**src/rtl/hls_srl_fifo_pkg.sv**
```systemverilog
// hls_srl_fifo_pkg
// Shared definitions for the shift-register FIFO:
//   - cnt_width(): width of the occupancy counter for a given index width
//   - flag level constants and the packed status-flag bundle
package hls_srl_fifo_pkg;

    // Flag levels, named so the reset values read as intent
    localparam logic FLAG_LOW  = 1'b0;
    localparam logic FLAG_HIGH = 1'b1;

    // Registered status flags
    typedef struct packed {
        logic empty_n;
        logic full_n;
        logic almost_full;
    } flags_t;

    // The occupancy counter needs one extra bit over the index so that
    // it can hold the value DEPTH when DEPTH == 2**ADDR_WIDTH.
    function automatic int unsigned cnt_width(input int unsigned addr_w);
        return addr_w + 32'd1;
    endfunction

endpackage

```
**src/rtl/hls_srl_fifo_shiftreg.sv**
```systemverilog
// hls_srl_fifo_shiftreg
// Storage for hls_srl_fifo: a plain shift register that maps onto SRL
// primitives. It has no reset; the FIFO's control logic alone decides
// which entries are valid.
// Ports:
//   clk  - clock
//   we   - shift enable: all entries move up one slot, din enters slot 0
//   addr - read index (0 = newest entry)
//   din  - data shifted in
//   dout - combinational read of slot addr
module hls_srl_fifo_shiftreg #(
    parameter int DATA_WIDTH = 8,
    parameter int ADDR_WIDTH = 2,
    parameter int DEPTH      = 4
) (
    input  logic                  clk,
    input  logic                  we,
    input  logic [ADDR_WIDTH-1:0] addr,
    input  logic [DATA_WIDTH-1:0] din,
    output logic [DATA_WIDTH-1:0] dout
);

    logic [DATA_WIDTH-1:0] mem_r [0:DEPTH-1];

    // Shift chain: no reset so the tools can pack it into SRLs
    always_ff @(posedge clk) begin
        if (we) begin
            mem_r[0] <= din;
            for (int i = DEPTH - 1; i > 0; i--) begin
                mem_r[i] <= mem_r[i-1];
            end
        end
    end

    // Addressed read; indices beyond DEPTH only occur when the FIFO is empty
    always_comb begin
        if (int'(addr) < DEPTH) begin
            dout = mem_r[addr];
        end else begin
            dout = {DATA_WIDTH{1'b0}};
        end
    end

endmodule

```
**src/rtl/hls_srl_fifo.sv**
```systemverilog
// hls_srl_fifo
// First-word-fall-through FIFO built on a shift register. New words enter
// slot 0 and push older words up; the oldest word sits at slot count-1
// and is presented on if_dout without a register stage.
// Optional build macro: HLS_SRL_FIFO_ERR_EN adds the sticky if_err output.
// Ports:
//   clk, reset                    - clock, synchronous active-high reset
//   if_write_ce, if_write, if_din - write side (enable, request, data)
//   if_full_n, if_almost_full     - registered write-side status
//   if_read_ce, if_read           - read side (enable, request)
//   if_dout                       - oldest entry, don't-care when empty
//   if_empty_n                    - registered read-side status
//   if_count                      - current occupancy 0..DEPTH
//   if_err (HLS_SRL_FIFO_ERR_EN)  - sticky overflow/underflow attempt
module hls_srl_fifo
    import hls_srl_fifo_pkg::*;
#(
    parameter int DATA_WIDTH = 8,
    parameter int ADDR_WIDTH = 2,
    parameter int DEPTH      = 4,
    parameter int AF_MARGIN  = 1
) (
    input  logic                  clk,
    input  logic                  reset,
    input  logic                  if_write_ce,
    input  logic                  if_write,
    input  logic [DATA_WIDTH-1:0] if_din,
    output logic                  if_full_n,
    output logic                  if_almost_full,
    input  logic                  if_read_ce,
    input  logic                  if_read,
    output logic [DATA_WIDTH-1:0] if_dout,
    output logic                  if_empty_n,
    output logic [ADDR_WIDTH:0]   if_count
`ifdef HLS_SRL_FIFO_ERR_EN
    ,
    output logic                  if_err
`endif
);

    localparam int unsigned      CNT_W      = cnt_width(ADDR_WIDTH);
    localparam logic [CNT_W-1:0] DEPTH_C    = CNT_W'(DEPTH);
    localparam logic [CNT_W-1:0] AF_LEVEL_C = CNT_W'(DEPTH - AF_MARGIN);
    localparam logic [CNT_W-1:0] CNT_ONE_C  = CNT_W'(1);
    localparam logic [ADDR_WIDTH-1:0] ADDR_ONE_C = ADDR_WIDTH'(1);
    // Only reachable with an illegal AF_MARGIN == DEPTH
    localparam logic AF_RESET_C = (DEPTH == AF_MARGIN) ? FLAG_HIGH : FLAG_LOW;

    logic                  wr_s;
    logic                  rd_s;
    logic [CNT_W-1:0]      count_r;
    logic [CNT_W-1:0]      count_nxt_s;
    flags_t                flags_r;
    flags_t                flags_nxt_s;
    logic [ADDR_WIDTH-1:0] rd_addr_s;

    // Accepted handshakes are qualified by the registered flags only
    assign wr_s = if_write & if_write_ce & flags_r.full_n;
    assign rd_s = if_read  & if_read_ce  & flags_r.empty_n;

    // Next occupancy and the flags it implies
    always_comb begin
        count_nxt_s = count_r;
        case ({wr_s, rd_s})
            2'b10:   count_nxt_s = count_r + CNT_ONE_C;
            2'b01:   count_nxt_s = count_r - CNT_ONE_C;
            default: count_nxt_s = count_r;
        endcase
        flags_nxt_s.empty_n     = (count_nxt_s != {CNT_W{1'b0}});
        flags_nxt_s.full_n      = (count_nxt_s != DEPTH_C);
        flags_nxt_s.almost_full = (count_nxt_s >= AF_LEVEL_C);
    end

    // Control state; storage is deliberately left out of reset
    always_ff @(posedge clk) begin
        if (reset) begin
            count_r <= {CNT_W{1'b0}};
            flags_r <= '{empty_n: FLAG_LOW, full_n: FLAG_HIGH, almost_full: AF_RESET_C};
        end else begin
            count_r <= count_nxt_s;
            flags_r <= flags_nxt_s;
        end
    end

    // Oldest word lives at count-1; wraps harmlessly when empty
    assign rd_addr_s = count_r[ADDR_WIDTH-1:0] - ADDR_ONE_C;

    hls_srl_fifo_shiftreg #(
        .DATA_WIDTH (DATA_WIDTH),
        .ADDR_WIDTH (ADDR_WIDTH),
        .DEPTH      (DEPTH)
    ) u_shiftreg (
        .clk  (clk),
        .we   (wr_s),
        .addr (rd_addr_s),
        .din  (if_din),
        .dout (if_dout)
    );

    assign if_full_n      = flags_r.full_n;
    assign if_empty_n     = flags_r.empty_n;
    assign if_almost_full = flags_r.almost_full;
    assign if_count       = count_r;

`ifdef HLS_SRL_FIFO_ERR_EN
    logic err_r;
    logic err_set_s;

    // Any request the FIFO had to refuse
    assign err_set_s = (if_write & if_write_ce & ~flags_r.full_n) |
                       (if_read  & if_read_ce  & ~flags_r.empty_n);

    // Sticky error flag, cleared only by reset
    always_ff @(posedge clk) begin
        if (reset) begin
            err_r <= 1'b0;
        end else if (err_set_s) begin
            err_r <= 1'b1;
        end else begin
            err_r <= err_r;
        end
    end

    assign if_err = err_r;
`endif

endmodule

```
**config.mk**
```make
export PLATFORM = sky130hd
export DESIGN_NAME = hls_srl_fifo
export DESIGN_NICKNAME = d
export VERILOG_FILES = /design/src/rtl/hls_srl_fifo_pkg.sv /design/src/rtl/hls_srl_fifo_shiftreg.sv /design/src/rtl/hls_srl_fifo.sv
export SDC_FILE = /design/constraint.sdc
export NUM_CORES = 1
export LEC_CHECK = 0
export BUFFER_PORTS_ARGS = -buffer_cell sky130_fd_sc_hd__buf_2
export CORE_MARGIN = 2
export CORE_UTILIZATION = 25
export CTS_CLUSTER_DIAMETER = 40
export DETAILED_ROUTE_END_ITERATION = 8
export PLACE_DENSITY_LB_ADDON = 0.2
export SETUP_SLACK_MARGIN = 0.2
export SKIP_CTS_REPAIR_TIMING = 1
export SYNTH_ARGS = -nofsm -noshare
export SYNTH_HDL_FRONTEND = slang
export SYNTH_SLANG_ARGS = --single-unit
export TNS_END_PERCENT = 20
```
**constraint.sdc**
```tcl
create_clock -name clk -period 2.3 [get_ports clk]
set_clock_uncertainty 0.2 [all_clocks]
set_input_delay 0.115 -clock clk [delete_from_list [all_inputs] [get_ports clk]]
set_output_delay 0.115 -clock clk [all_outputs]
set_load 0.03 [all_outputs]
```
-- After elaboration in Yosys (flattened, before gate mapping)
Memory sizes are Yosys's and may differ from the RTL's.
Cells that the tools add are included.
- flip-flop bits (word level): 6
- bits in latches: 0
- RAM bits: 32
- bits in read-only memories: 0
- input port bits: 14
- output and inout bits: 14
- logic and storage cells: 20
- memories: 1
- add/subtract/negate cells: 3
- multipliers: 0
- divide/modulo/power cells: 0
- magnitude comparators: 1
- eq/ne operators: 3
- shifts and indexed selects: 0
- mux-type cells: 3
- bitwise gates (word level): 4
- reduce and logical (&&, ||, !) cells: 1
- memories (memory ; depth ; width ; read ports ; clocked after memory_dff ; write ports ; RTL line ; text):
    u_shiftreg.mem_r ; 4 ; 8 ; 4 ; 0 ; 4 ; hls_srl_fifo_shiftreg.sv:23 ; logic [DATA_WIDTH-1:0] mem_r [0:DEPTH-1];
- operators by type and width (cell ; number):
    $pmux 3 s2 ; 1
    $and 1x1->1 ; 4
    $add 3x1->3 const B ; 1
    $ge 3x2->1 const B ; 1
    $ne 3x3->1 const B ; 1
    $reduce_bool 3->1 ; 1
    $sub 3x1->3 const B ; 1
    $eq 2x1->1 const B ; 1
    $eq 2x2->1 const B ; 1
    $mux 1 ; 2
    $sub 2x1->2 const B ; 1

-- Longest topological paths before layout
- depth after elaboration: 5
- gate-level depth with buffers: 6
- depth with buffers taken out: 6

-- By module
From an unflattened synthesis, not the netlist that was laid out.
- cells, all modules: 74
- area total of the unflattened synthesis: 1475.2 um^2
- by module, submodules not included (module ; times used ; cells an instance ; area each (um^2) ; sequential area each (um^2)):
    hls_srl_fifo_shiftreg ; 1 ; 42 ; 1157.4 ; 960.9
    hls_srl_fifo ; 1 ; 32 ; 317.8 ; 120.1

-- Least setup slack after synthesis
OpenSTA, ideal clock, no wires.
- kind: register to register
- from: register flags_r (netlist bit if_full_n)
- to: register flags_r (netlist bit if_full_n)
- setup time: 0.114 ns
- arrival: 1.998 ns
- data required time: 1.986 ns
- path slack: -0.012 ns
- stages on the path, launching flop included: 7
- buffers on the path: 0
- period minus slack after synthesis: 2.312 ns
- cells stage by stage: dfxtp_1 -> nand3_1 -> ha_1 -> fa_1 -> xnor2_1 -> or4_4 -> a21bo_1
- cells in the longest elaborated chain, start to end: 4
- elaborated cells between the ends (all ways): 5
- those cells by class: 3 x eq/ne; 1 x mux; 1 x bitwise
- RTL lines (what ; RTL line ; text):
    start, declared ; hls_srl_fifo.sv:53 ; flags_t flags_r;
    start signal, assigned ; hls_srl_fifo.sv:78 ; flags_r <= '{empty_n: FLAG_LOW, full_n: FLAG_HIGH, almost_full: AF_RESET_C};
    start signal, assigned ; hls_srl_fifo.sv:81 ; flags_r <= flags_nxt_s;
    $and 1x1->1 * ; hls_srl_fifo.sv:58 ; assign wr_s = if_write & if_write_ce & flags_r.full_n;
    $eq 2x1->1 / $eq 2x2->1 (equally long branches) ; hls_srl_fifo.sv:64 ; case ({wr_s, rd_s})
    $pmux 3 s2 * ; hls_srl_fifo.sv:64 ;
    $ne 3x3->1 * ; hls_srl_fifo.sv:70 ; flags_nxt_s.full_n = (count_nxt_s != DEPTH_C);
Mark *: on every way between the ends. The rest lies on a longest branch, timed or not.
A chain may end at the register's enable or synchronous reset.

-- Final worst setup path
- from: register flags_r (netlist bit if_empty_n)
- to: register flags_r (netlist bit if_full_n)
- cells in the longest elaborated chain, start to end: 4
- elaborated cells between the ends (all ways): 5
- those cells by class: 3 x eq/ne; 1 x mux; 1 x bitwise
- RTL lines (what ; RTL line ; text):
    $and 1x1->1 * ; hls_srl_fifo.sv:59 ; assign rd_s = if_read & if_read_ce & flags_r.empty_n;
    $eq 2x1->1 / $eq 2x2->1 (equally long branches) ; hls_srl_fifo.sv:64 ;
    $pmux 3 s2 * ; hls_srl_fifo.sv:64 ;
    $ne 3x3->1 * ; hls_srl_fifo.sv:70 ;
Marked as above.

==> metrics.md <==
| Metric | Value |
|---|---|
| Reg-to-reg critical path startpoint | if_empty_n |
| Critical Path Start | if_empty_n |
| Vias | 782 |
| Clock root buffer | clkbuf_8 |
| Placed inst area | about 1700 um^2 |
| Vias per cell | 4.18 |
| Post-Route Setup TNS | 0 ns |
| WL per Instance | between 10 and 15 um |
| Syn-to-layout area delta | 30.0% |
| Top post-synthesis cells by area | edfxtp_1 66%, mux4_2 12%, dfxtp_1 8.3%, fa_1 1.4%, nor3b_1 1.0% |
| CP max stage cell | or4_4 |
| Die Height | approximately 80 um |
| Largest family of logic cells by synthesized area | multiplexers |
| Met3 wire len | 128 um |
| Static Leak | around 0.7 nW |
| Syn nets | 87 |
| Final min period | about 2.1 ns |
| Data required, critical path | 2.27 ns |
| Hold WC Path Type | reg -> reg |
| Placed cells | 170 |
| Top_reg_cell synth | edfxtp_1 |
| Die Area | around 6400 um^2 |
| Post-DP HPWL | between 1.5 and 2 mm |
| Routed WL | 2.48 mm |
| Relative slew margins | 0.728 |
| First-pass GRT wire length | ~3.8 mm |
| Actual slew at the worst max-slew pin | just over 0.4 ns |
| Fin Hold WS | 0.249 ns |
| FF+latch count, synth | 38 |
| Syn Area/Cell | just over 20 um^2 |
| Async set or reset register ratio after synthesis | 0 |
| Initial drt markers | 50 |
| Final Hold Fails | 0 |
| Peak supply drop | 0.319 mV |
| Die Width | between 80 and 90 um |
| Power per Cell Area | approximately 840 nW/um^2 |
| # rows | 27 |
| Port Buf Inserts | 27 |
| MaxCap Viol Count | 0 |
| Sequential share of the synthesized area | 0.745 |
| Detailed Routing Iterations Pass 1 | 4 |
| CP Max Fanout | 4 |
| CORE AREA | approximately 5500 um^2 |
| Count leader, synth | edfxtp_1 |
| Layout cells sized above 1 | 0.443 |
| Max incr delay on CP | roughly 0.45 ns |
| IO Pins | 28 |
| Gr usage total | 0.0842 |
| Met2 Wirelength | around 1.1 mm |
| Vias in the first global route | ~760 |
| Residual DRC | 0 |
| Sink Count | 38 |
| RSZ-0062 raised after global routing | true |
| Worst-path clk slew | roughly 0.070 ns |
| Final worst path period share | 0.928 |
| Simple-Gate Fraction of Synth Area | 0.0405 |
| Hold Path Depth | 0 |
| Max frequency | about 470 MHz |
| Cell Area, Synth | between 1000 and 1500 um^2 |
| Remaining antenna violation count | 0 |
| Count of cell types in the netlist | 24 |
| Adder-cell share of the synthesized area | 0.0224 |
| Top cell type's share of synthesized area | 0.662 |
| Critical Path Sink | if_full_n |
| Grt ovf | 0 |
| Crit Path Category | reg -> reg |
| CP cell instances | and3_1, ha_2, fa_2, xnor2_1, or4_4, a21bo_1 |
| Wl on met1 | around 1.2 mm |
| Initial antenna violation count | 0 |
| Critical Path AT | about 2.1 ns |
| CTS buffer count | 5 |
| Synth Area in Compound Gates | 0.0302 |
| Critical Path End Type | flip-flop |
| Starting Density | 0.262 |
| Xor/xnor cell area share of the yosys netlist | 0.0121 |
| Post-synth EDFFs | 32 |
| CP startpoint kind | flip-flop |
| Number of diodes | 0 |
| Worst skew pair latency | roughly 0.28 ns |
| Pin count of the biggest net entering global routing | 33 |
| GPL Wtd Cong | 0.772 |
| CTS tree | done |
| Status | finished, final reports clean |
| Max clock buf depth | 2 |
| DR top layer | met4 |
| Post-route cell area | around 1900 um^2 |
| Final non-filler cell total | 187 |
| Synth Warn # | 0 |
| Synth cell count leaders | 32 x edfxtp_1, 8 x mux4_2, 6 x dfxtp_1, 3 x nor2_1 |
| H-Tree Depth | 2 |
| Cell count after synthesis | about 70 |
| Nets | 130 |
| Reg2Reg Capture Point | if_full_n |
| Final Max Slew Viols | 0 |
| Setup violators final | 0 |
| Pwr Total | approximately 1.6 mW |
| Reg-to-reg slack, setup | 0.16 ns |
| Mux cell area share after synthesis | 0.131 |
| Largest area contributor in the netlist | edfxtp_1 |
| Fill cell count | between 500 and 600 |
| R2R depth | 6 |
worst min-delay path by stage:
stage	start	endpoint	slack (ns)
floorplan	reset	if_count[0]	-0.01
global placement	if_din[1]	u_shiftreg.mem_r[0][1]	0.09
detailed placement	if_din[6]	u_shiftreg.mem_r[0][6]	0.09
CTS	if_din[6]	u_shiftreg.mem_r[0][6]	-0.21
global route	u_shiftreg.mem_r[2][0]	u_shiftreg.mem_r[3][0]	0.26
finish	u_shiftreg.mem_r[2][5]	u_shiftreg.mem_r[3][5]	0.25
kinds of logic after synthesis:
family,after synthesis
DFF,38
and+or+nand+nor,10
muxes,9
AOI/OAI and AO/OA,6
buffers and inverters,4
xor gates and xnor gates,2
adders and majority gates,2
where the power goes:
| group | switching (mW) | internal, mW | leakage, nW |
|---|---|---|---|
| clock network | 0.219 | 0.319 | 0.0579 |
| logic | 0.141 | 0.102 | 0.287 |
| registers | 0.0145 | 0.783 | 0.350 |
| total | 0.375 | 1.20 | 0.695 |
layout make-up:
type                            instances  area [um^2]  share of cell area
Sequential cell                        38         1090               0.577
Clock inverter                          3         40.0              0.0212
Clock buffer                            5         68.8              0.0365
Timing Repair Buffer                   39          248               0.131
Inverter                                1         3.75             0.00199
Tap cell                               72         90.1              0.0477
Multi-Input combinational cell         29          348               0.184
sequential cells by signal, indices dropped and copies added (netlist names):
register          cells
if_almost_full        1
if_count              3
if_empty_n            1
if_full_n             1
u_shiftreg.mem_r     32
routing by layer:
| metal | global-route usage | vias to the layer above |
|---|---|---|
| met5 | 0 | - |
| met4 | 0.0254 | 0 |
| met3 | 0.0483 | 2 |
| met2 | 0.117 | 20 |
| met1 | 0.111 | 392 |
| li1 | - | 368 |
worst max-delay path, delay by kind of cell, from the launching register on:
family / cells / cell delay [ns]
AOI/OAI and AO/OA: 1 / 0.20
DFF: 1 / 0.34
and+or+nand+nor: 2 / 0.63
xor gates and xnor gates: 1 / 0.15
adders and majority gates: 2 / 0.53
through the flow:
stage,utilization,setup WS (ns)
2_1_floorplan,-,0.182
3_3_place_gp,0.305,0.213
3_5_place_dp,0.305,0.176
4_1_cts,0.324,0.157
5_1_grt,0.341,0.105
6_report,0.341,0.165
layout by cell type, fill, tap and decap left out, types with 2 or more instances in the layout:
cell	synthesis	final
buf_4	1	3
mux4_2	8	8
dfxtp_1	6	4
edfxtp_1	32	32
clkbuf_8	0	5
buf_2	1	27
o211ai_1	2	2
clkinv_2	0	2
nor3b_1	2	2
nor2_1	3	3
dfxtp_4	0	2
dlygate4sd3_1	0	9
Power figures use the tool's default switching activity.
